==> src/rtl/unidade_controle_drone.sv <==
// Moore sequencer for the drone-game datapath: strobes, win/loss flags, debug state code.
// Outputs follow the state register (desloca also gates on timeout); no backpressure, buttons are edge-detected.
module unidade_controle_drone #(
    parameter int CHECA_CICLOS = 2
) (
    input  logic       clock,
    input  logic       reset,
    input  logic       iniciar,
    input  logic       confirma,
    input  logic       colisao,
    input  logic       timeout,
    input  logic       fim_mapa,
    input  logic       borda_movimento,
    output logic       zeraPosicoes,
    output logic       resetaVidas,
    output logic       contaT,
    output logic       zeraT,
    output logic       desloca,
    output logic       escolhe_modo,
    output logic       escolhe_vida,
    output logic       checa_colisao,
    output logic       ganhou,
    output logic       perdeu,
    output logic       perdeu_timeout,
    output logic [3:0] db_estado
);

    typedef enum logic [3:0] {
        INICIAL       = 4'h0,
        PREPARA       = 4'h1,
        ESCOLHE_MODO  = 4'h2,
        ESCOLHE_VIDA  = 4'h3,
        INICIA_JOGO   = 4'h4,
        ESPERA_JOGADA = 4'h5,
        CHECA         = 4'h6,
        PROXIMA       = 4'h7,
        GANHOU        = 4'hA,
        PERDEU        = 4'hE
    } estado_t;

    localparam logic [2:0] CNT_FIM = 3'(CHECA_CICLOS - 1);

    estado_t    estado;
    estado_t    prox_estado;
    logic [2:0] cnt;
    logic       causa_timeout;
    logic       ini_ant;
    logic       conf_ant;
    logic       ini_ed;
    logic       conf_ed;

    assign ini_ed  = iniciar & ~ini_ant;
    assign conf_ed = confirma & ~conf_ant;

    // Previous-button registers reset high so a button held through reset is not an edge.
    always_ff @(posedge clock) begin
        if (reset) begin
            estado        <= INICIAL;
            cnt           <= 3'd0;
            causa_timeout <= 1'b0;
            ini_ant       <= 1'b1;
            conf_ant      <= 1'b1;
        end else begin
            estado   <= prox_estado;
            ini_ant  <= iniciar;
            conf_ant <= confirma;
            if (estado == CHECA)
                cnt <= cnt + 3'd1;
            else
                cnt <= 3'd0;
            if (estado == ESPERA_JOGADA && timeout)
                causa_timeout <= 1'b1;
            else if (estado == CHECA && colisao)
                causa_timeout <= 1'b0;
        end
    end

    always_comb begin
        prox_estado = estado;
        case (estado)
            INICIAL:       if (ini_ed) prox_estado = PREPARA;
            PREPARA:       prox_estado = ESCOLHE_MODO;
            ESCOLHE_MODO:  if (conf_ed) prox_estado = ESCOLHE_VIDA;
            ESCOLHE_VIDA:  if (conf_ed) prox_estado = INICIA_JOGO;
            INICIA_JOGO:   prox_estado = ESPERA_JOGADA;
            ESPERA_JOGADA: begin
                if (timeout)
                    prox_estado = PERDEU;
                else if (borda_movimento)
                    prox_estado = CHECA;
            end
            CHECA: begin
                if (colisao)
                    prox_estado = PERDEU;
                else if (cnt == CNT_FIM)
                    prox_estado = fim_mapa ? GANHOU : PROXIMA;
            end
            PROXIMA:       prox_estado = ESPERA_JOGADA;
            GANHOU:        if (ini_ed) prox_estado = PREPARA;
            PERDEU:        if (ini_ed) prox_estado = PREPARA;
            default:       prox_estado = INICIAL;
        endcase
    end

    always_comb begin
        zeraPosicoes   = 1'b0;
        resetaVidas    = 1'b0;
        contaT         = 1'b0;
        zeraT          = 1'b0;
        desloca        = 1'b0;
        escolhe_modo   = 1'b0;
        escolhe_vida   = 1'b0;
        checa_colisao  = 1'b0;
        ganhou         = 1'b0;
        perdeu         = 1'b0;
        perdeu_timeout = 1'b0;
        db_estado      = estado;
        case (estado)
            PREPARA: begin
                zeraPosicoes = 1'b1;
                resetaVidas  = 1'b1;
                zeraT        = 1'b1;
            end
            ESCOLHE_MODO:  escolhe_modo = 1'b1;
            ESCOLHE_VIDA:  escolhe_vida = 1'b1;
            INICIA_JOGO: begin
                zeraPosicoes = 1'b1;
                zeraT        = 1'b1;
            end
            ESPERA_JOGADA: begin
                contaT  = 1'b1;
                // An expiring timer wins over a simultaneous move.
                desloca = ~timeout;
            end
            CHECA:         checa_colisao = 1'b1;
            PROXIMA:       zeraT = 1'b1;
            GANHOU:        ganhou = 1'b1;
            PERDEU: begin
                perdeu         = 1'b1;
                perdeu_timeout = causa_timeout;
            end
            default: ;
        endcase
    end

endmodule

==> config.mk <==
export PLATFORM = sky130hd
export DESIGN_NAME = unidade_controle_drone
export DESIGN_NICKNAME = d
export VERILOG_FILES = /design/src/rtl/unidade_controle_drone.sv
export SDC_FILE = /design/constraint.sdc
export NUM_CORES = 1
export LEC_CHECK = 0
export ABC_AREA = 1
export BUFFER_PORTS_ARGS = -buffer_cell sky130_fd_sc_hd__buf_2
export CAP_MARGIN = 20
export CORE_UTILIZATION = 29
export DETAILED_ROUTE_END_ITERATION = 7
export PLACE_DENSITY = 0.5
export SYNTH_ARGS = -nofsm -noshare
export SYNTH_HDL_FRONTEND = slang
export SYNTH_SLANG_ARGS = --single-unit
==> constraint.sdc <==
create_clock -name clock -period 1.2 [get_ports clock]
set_input_delay 0.12 -clock clock [delete_from_list [all_inputs] [get_ports clock]]
set_output_delay 0.12 -clock clock [all_outputs]
set_load 0.01 [all_outputs]
==> results of run 1 <==
power by group through the flow:
stage | combinational, W | clock (W) | sequential (W)
2_1_floorplan | 0.000516 | 0 | 0.000426
3_3_place_gp | 0.000774 | 0 | 0.000424
3_5_place_dp | 0.000759 | 0 | 0.000425
4_1_cts | 0.000901 | 0.000232 | 0.000437
5_1_grt | 0.00102 | 0.000258 | 0.000446
6_report | 0.000932 | 0.000225 | 0.000437
synthesized netlist by cell type, drive strengths merged:
master  number  area share (%)
buf          1             1.2
o21ai        5             3.9
nand4        1            0.98
nor2        18              12
nor3b        1             1.2
inv         15             8.8
xnor2        1             1.4
or2          4             3.9
ha           2             3.9
a21oi        5             3.9
nand2       29              20
nor4         1            0.98
dfxtp       10              31
nor3         2             2.4
nand3        2             2.4
nand3b       1             1.2
per-stage QoR:
step / TNS (ns) / total power, W / setup WS (ns) / utilization [%] / cell area (um2)
after floorplan: 0 / 0.000941 / 0.000339 / - / 663
after global placement: -0.152 / 0.00120 / -0.0359 / 43.4 / 878
after detailed placement: -0.0662 / 0.00118 / -0.0302 / 43.4 / 878
after CTS: -1.45 / 0.00157 / -0.184 / 49.8 / 1010
after global routing: -2.54 / 0.00173 / -0.300 / 50.8 / 1030
final: -1.42 / 0.00159 / -0.180 / 50.8 / 1030
repair_timing:
item                                    4_1_cts  5_1_grt
pin swaps                                    13        6
resized for setup                            23        8
hold endpoints to repair                      0        0
endpoints found under the setup margin       15       15
setup buffers                                 5        1
logic make-up after synthesis:
family | share of synthesized area (%)
buffers and inverters | 10.0
DFF | 31.4
xor gates and xnor gates | 1.38
and+or+nand+nor | 45.4
adders and majority gates | 3.93
AOI/OAI and AO/OA | 7.86
sequential cells by signal, indices dropped and copies added (netlist names):
register,cells
db_estado,4
causa_timeout,1
ini_ant,1
cnt,3
conf_ant,1
worst max-delay path, cell delays in order (launching register included):
cell	delay, ns
dfxtp_4	0.38
inv_2	0.08
nand2_4	0.07
buf_4	0.14
nor4_1	0.15
buf_2	0.17
layout make-up:
cell class,instances,area [um2]
Fill cell,212,995
Multi-Input combinational cell,72,450
Timing Repair Buffer,37,246
Sequential cell,10,215
Inverter,15,58.8
Tap cell,27,33.8
Clock buffer,3,22.5
final timing paths:
path	startpoint	end	slack [ns]	depth (start not counted)
hold reg to reg	cnt[0]	cnt[0]	0.45	1
hold / removal	iniciar	ini_ant	0.04	3
setup reg to reg	db_estado[3]	db_estado[3]	-0.08	9
setup / recovery	db_estado[3]	desloca	-0.18	5
per-layer routing:
layer / wire length (um) / track usage [%]
met5: 0 / 0
met4: 28 / 8.82
met3: 91 / 1.87
met2: 819 / 27.1
met1: 788 / 19.1
==> results.toml, run 1 <==
[outcome]
status = "finished, violations left"
violations = "negative setup slack"

[pwr]
p_int_w = 0.000912
p_comb_share_pct = 58.5
p_clk_share_pct = 14.1
leakagePower_nw = 0.518
irDropWorstVdd_uv = 935
seqPwrFrac_pct = 27.4
switching_share_pct = 42.8
switching_power_w = 0.000682
power.density_mw_per_mm2 = 1550

[global_route]
grt_usage_pct = 15.8
gr-total-overflow = 0
grt_pass1_wl_mm = 2.88
antenna_found_initial = 0
grt_max_degree = 7
grt_pass1_vias = 678

[run]
drv_cap = 0

[finish]
final_nets = 149
final_common_cell = "buf_2"
final_cell_count_no_fill = 164
drive_gt1_share_pct = 54.7
antenna_cells = 0
syn_to_final_growth_pct = 61.3
layout_common_cells = "20 x buf_2, 19 x nand2_1, 12 x nor2_1, 12 x buf_4, 11 x inv_1"

[worst_setup_path]
endpoint_kind = "output port"
worst_setup_path_start_kind = "flip-flop"
worst-path-max-fanout = 5
required_ns = 1.08
path_class = "flip-flop to output port"
crit_arrival_ns = 1.26

[timing]
report.final.slew_viol_count = 0
worst_slack_ns = -0.180
tightest_slew_ns = 0.224
max_slew_margin_pct = 84.9
report.final.hold_viol_count = 0
rsz0062_at_grt = "true"
fin_crit_sh_pct = 115
timing.hold.ws_ns = 0.0352
fmax_mhz = 724
setup_viol = 15
clock-skew-final_ns = 0.00491
period_needed_ns = 1.38

[clock_network]
cts_tree = "yes"
clk_pin_slew_worst_paths_ns = 0.06
clk_path_buf_depth = 2
cts.sinks = 10
clock_latency_ns = 0.26
cts_buffers = 3
cts-htree-levels = 1
ctsRootBufferMaster = "clkbuf_4"
ctsHoldBuffers = 0

[routing]
vias_per_cell = 4.54
drt-pass1-iter-count = 4
drt_iter0_markers = 10
finalWirelength_mm = 1.73
antenna_left = 0
drc = 0
routed-via-count = 745
routedWlPerCell_um = 10.5

[floorplan]
placementRows = 16
die_y_um = 48.9
dieArea_mm2 = 0.00239
dieWidth_um = 48.9
coreArea_mm2 = 0.00202
start_util_pct = 31.5
io_pins = 23

[logic_synthesis]
synth-seq-cells = 10
netlist_area_um2 = 637
synth_fp_nets = 108
syn_avg_cell_area_um2 = 6.50
synth_cell_types = 23
syn_inst = 98
yosys_warnings = 0
synth_seq_area_share_pct = 31.4

[placement]
dp_hpwl_mm = 1.29
gp_congestion = 0.852
portBuffers = 22
dp_cells = 157

[worst_hold_path]
min_path_type = "primary input to flip-flop"
Note: power is estimated with default switching activity, not from simulation.
==> run 2: changes to the inputs <==
--- a/config.mk
+++ b/config.mk
@@ -11,6 +11,7 @@
 export CORE_UTILIZATION = 29
 export DETAILED_ROUTE_END_ITERATION = 7
 export PLACE_DENSITY = 0.5
+export SKIP_CTS_REPAIR_TIMING = 1
 export SYNTH_ARGS = -nofsm -noshare
 export SYNTH_HDL_FRONTEND = slang
 export SYNTH_SLANG_ARGS = --single-unit
==> results.toml, run 2 (synthesis gave the netlist of run 1 again) <==
[finish]
final_cell_count_no_fill = 161
final_common_cell = "buf_2"
final_nets = 146
layout_common_cells = "21 x buf_2, 20 x nand2_1, 11 x inv_1, 11 x nor2_1, 11 x buf_4"
postLayoutCoreUtil_pct = 48.8
largest_register_ff_count = 4
drive_gt1_share_pct = 53.7
antenna_cells = 0
fillers = 216
fin_area_um2 = 986
syn_to_final_growth_pct = 54.8

[floorplan]
io_pins = 23
die_y_um = 48.9
start_util_pct = 31.5
placementRows = 16
dieArea_mm2 = 0.00239
dieWidth_um = 48.9
coreArea_mm2 = 0.00202

[pwr]
leakagePower_nw = 0.497
irDropWorstVdd_uv = 1010
power.density_mw_per_mm2 = 1560
finalPower_w = 0.00154

[placement]
portBuffers = 22
gp_congestion = 0.852
dp_cells = 157
dp_hpwl_mm = 1.29
placed_area_um2 = 878

[routing]
drt_iter0_markers = 9
vias_per_cell = 4.59
antenna_left = 0
routed-via-count = 739
drt-pass1-iter-count = 4
routedWlPerCell_um = 10.5
finalWirelength_mm = 1.69
drc = 0

[worst_setup_path]
worst-path-max-fanout = 5
path_class = "flip-flop to output port"
required_ns = 1.08
endpoint_kind = "output port"
worst_setup_path_start_kind = "flip-flop"
crit_arrival_ns = 1.33

[global_route]
grt_usage_pct = 14.3
grt_pass1_vias = 616
grt_pass1_wl_mm = 2.60
antenna_found_initial = 0
grt_max_degree = 7
gr-total-overflow = 0

[timing]
worst_slack_ns = -0.250
report.final.slew_viol_count = 0
fin_crit_sh_pct = 121
rsz0062_at_grt = "true"
tightest_slew_ns = 0.216
max_slew_margin_pct = 85.4
clock-skew-final_ns = 0.00333
setup_viol = 14
report.final.hold_viol_count = 0
period_needed_ns = 1.45
fmax_mhz = 690

[clock_network]
cts_tree = "yes"
cts-htree-levels = 1
clk_path_buf_depth = 2
ctsRootBufferMaster = "clkbuf_4"
clk_pin_slew_worst_paths_ns = 0.06
clock_latency_ns = 0.26
cts_buffers = 3
cts.sinks = 10

[outcome]
violations = "negative setup slack"
status = "finished, violations left"

[run]
drv_cap = 0

[worst_hold_path]
min_path_type = "primary input to flip-flop"
## run 2: critical path: stages (launching register included)
cell,delay (ns)
dfxtp_4,0.39
inv_1,0.09
nand2_4,0.10
nor2_1,0.06
or2_2,0.30
buf_6,0.12
## run 2: report_power, final
| part | internal, W | total, W | switching [W] |
|---|---|---|---|
| logic | 0.000375 | 0.000877 | 0.000502 |
| registers | 0.000376 | 0.000437 | 0.0000614 |
| clock network | 0.000116 | 0.000223 | 0.000107 |
## run 2: final timing paths
check                                   from      endpoint  slack [ns]  cells past startpoint
worst max-delay path            db_estado[3]         zeraT       -0.25                      5
worst min-delay path                 iniciar       ini_ant        0.04                      3
worst max register to register  db_estado[3]  db_estado[3]       -0.08                      9
worst min register to register        cnt[0]        cnt[0]        0.45                      1
## run 2: layout make-up
cell class	count	area [um2]	area share, %
inverter	15	58.8	5.96
clock buffer	3	22.5	2.28
tap	27	33.8	3.43
multi-input combinational	72	448	45.4
timing repair buffer	34	210	21.3
sequential	10	213	21.6
## run 2: per-stage QoR
step / setup TNS [ns] / hold WS, ns / worst slack, ns
global placement: -0.152 / 0.298 / -0.0359
floorplan: 0 / 0.182 / 0.000339
detailed placement: -0.0662 / 0.305 / -0.0302
CTS: -1.78 / 0.0322 / -0.320
finish: -1.35 / 0.0353 / -0.250
global route: -2.36 / 0.0297 / -0.302
## run 2: per-layer routing
metal,part of all wire [%],global-route usage [%],vias to the layer above
met5,0,0,-
met4,1.8,8.82,0
met3,4.5,1.87,4
met2,47,23.1,26
met1,47,17.9,329
li1,-,-,380
==> run 3: changes to the inputs <==
--- a/config.mk
+++ b/config.mk
@@ -9,9 +9,11 @@
 export BUFFER_PORTS_ARGS = -buffer_cell sky130_fd_sc_hd__buf_2
 export CAP_MARGIN = 20
 export CORE_UTILIZATION = 29
+export CTS_BUF_LIST = sky130_fd_sc_hd__clkbuf_8
 export DETAILED_ROUTE_END_ITERATION = 7
 export PLACE_DENSITY = 0.5
 export SKIP_CTS_REPAIR_TIMING = 1
+export SKIP_LAST_GASP = 1
 export SYNTH_ARGS = -nofsm -noshare
 export SYNTH_HDL_FRONTEND = slang
 export SYNTH_SLANG_ARGS = --single-unit
==> results.toml, run 3 (synthesis gave the netlist of run 1 again) <==
[finish]
fillers = 215
final_nets = 146
multiInputGateArea_um2 = 448
postLayoutCoreUtil_pct = 49.4
layout_common_cells = "22 x buf_2, 19 x nand2_1, 12 x inv_1, 12 x nor2_1, 11 x buf_4"
antenna_cells = 0
syn_to_final_growth_pct = 56.8
final_common_cell = "buf_2"
drive_gt1_share_pct = 53.0
largest_register_ff_count = 4
ff_latch_area_um2 = 213

[timing]
rsz0062_at_grt = "true"
worst_slack_ns = -0.206
setup_viol = 13
fmax_mhz = 711
period_needed_ns = 1.41
clock-skew-final_ns = 0.00168
report.final.slew_viol_count = 0
timing.hold.ws_ns = 0.0650
report.final.hold_viol_count = 0
max_slew_margin_pct = 83.1
fin_crit_sh_pct = 117
tightest_slew_ns = 0.252

[worst_setup_path]
endpoint_kind = "output port"
path_class = "flip-flop to output port"
crit_arrival_ns = 1.29
critical-path-slowest-cell = "dfxtp_4"
crit_path_cell_trace = "inv_1 > nand2_4 > nor2_1 > or2_2 > buf_2"
required_ns = 1.08
worst_setup_path_start_kind = "flip-flop"
r2r_cells = 9
rrSetupSlack_ns = -0.08
crit_path_max_incr_delay_ns = 0.38
r2r_start = "db_estado[3]"
worst-path-max-fanout = 5
reg2reg_to = "db_estado[3]"

[routing]
antenna_left = 0
routedWlPerCell_um = 10.5
vias_per_cell = 4.55
drt-pass1-iter-count = 4
drt_iter0_markers = 14
routed-via-count = 732
finalWirelength_mm = 1.69
drc = 0

[worst_hold_path]
min_from = "iniciar"
hold_path_depth = 3
hold_path_end = "ini_ant"
min_path_type = "primary input to flip-flop"

[placement]
gp_congestion = 0.852
dp_hpwl_mm = 1.29
portBuffers = 22

[floorplan]
dieWidth_um = 48.9
die_y_um = 48.9
dieArea_mm2 = 0.00239
io_pins = 23
placementRows = 16
coreArea_mm2 = 0.00202
start_util_pct = 31.5

[run]
drv_cap = 0

[clock_network]
clock_latency_ns = 0.23
cts_buffers = 3
cts.sinks = 10
cts_tree = "yes"
cts-htree-levels = 1
clk_pin_slew_worst_paths_ns = 0.05
clk_path_buf_depth = 2
ctsRootBufferMaster = "clkbuf_8"

[global_route]
grt_usage_pct = 14.2
antenna_found_initial = 0
grt_max_degree = 7
grt_pass1_wl_mm = 2.57
grt_pass1_vias = 597
gr-total-overflow = 0

[pwr]
power.density_mw_per_mm2 = 1640
leakagePower_nw = 0.505
irDropWorstVdd_uv = 1080
finalPower_w = 0.00164

[outcome]
status = "finished, violations left"
violations = "negative setup slack"
==> run 3: cell counts in the layout (fill, tap and decap cells not counted) <==
No cell type changed its count.
==> run 3: critical path, delay by kind of cell (launching register included) <==
| family | cells | cell delay [ns] |
|---|---|---|
| flip-flops | 1 | 0.38 |
| buffers and inverters | 2 | 0.23 |
| AND/OR/NAND/NOR | 3 | 0.44 |
==> run 3: metal layers <==
metal / GRT usage [%] / wire [um] / up-vias / part of all wire [%]
li1: - / - / 377 / -
met1: 18.0 / 838 / 327 / 50
met2: 22.5 / 749 / 24 / 44
met3: 1.87 / 61 / 4 / 3.6
met4: 8.82 / 38 / 0 / 2.3
met5: 0 / 0 / - / 0
==> run 3: worst max-delay path by stage <==
stage	start	end	slack, ns	depth (start not counted)
5_1_grt	db_estado[3]	zeraT	-0.26	5
2_1_floorplan	db_estado[1]	db_estado[1]	0.0003	10
6_report	db_estado[3]	zeraT	-0.21	5
3_5_place_dp	db_estado[1]	zeraT	-0.03	6
4_1_cts	db_estado[1]	zeraT	-0.28	6
3_3_place_gp	db_estado[3]	db_estado[0]	-0.04	8
==> run 3: cell type report <==
type,instances,area share [%]
Multi-Input combinational cell,72,44.9
Sequential cell,10,21.3
Timing Repair Buffer,34,20.4
Inverter,15,5.89
Clock buffer,3,4.14
Tap cell,27,3.38
==> run 3: through the flow <==
stage          std cells  instance area, um2  setup WS, ns  setup TNS (ns)
6_report             161                 998        -0.206           -1.04
3_3_place_gp         157                 878       -0.0359          -0.152
3_5_place_dp         157                 878       -0.0302         -0.0662
5_1_grt              161                 998        -0.261           -1.91
2_1_floorplan         98                 663      0.000339               0
4_1_cts              160                 920        -0.283           -1.38
==> run 3: power by group <==
group | internal (W) | total (W) | switching [W]
logic | 0.000362 | 0.000863 | 0.000502
clock network | 0.000219 | 0.000337 | 0.000119
registers | 0.000377 | 0.000435 | 0.0000574
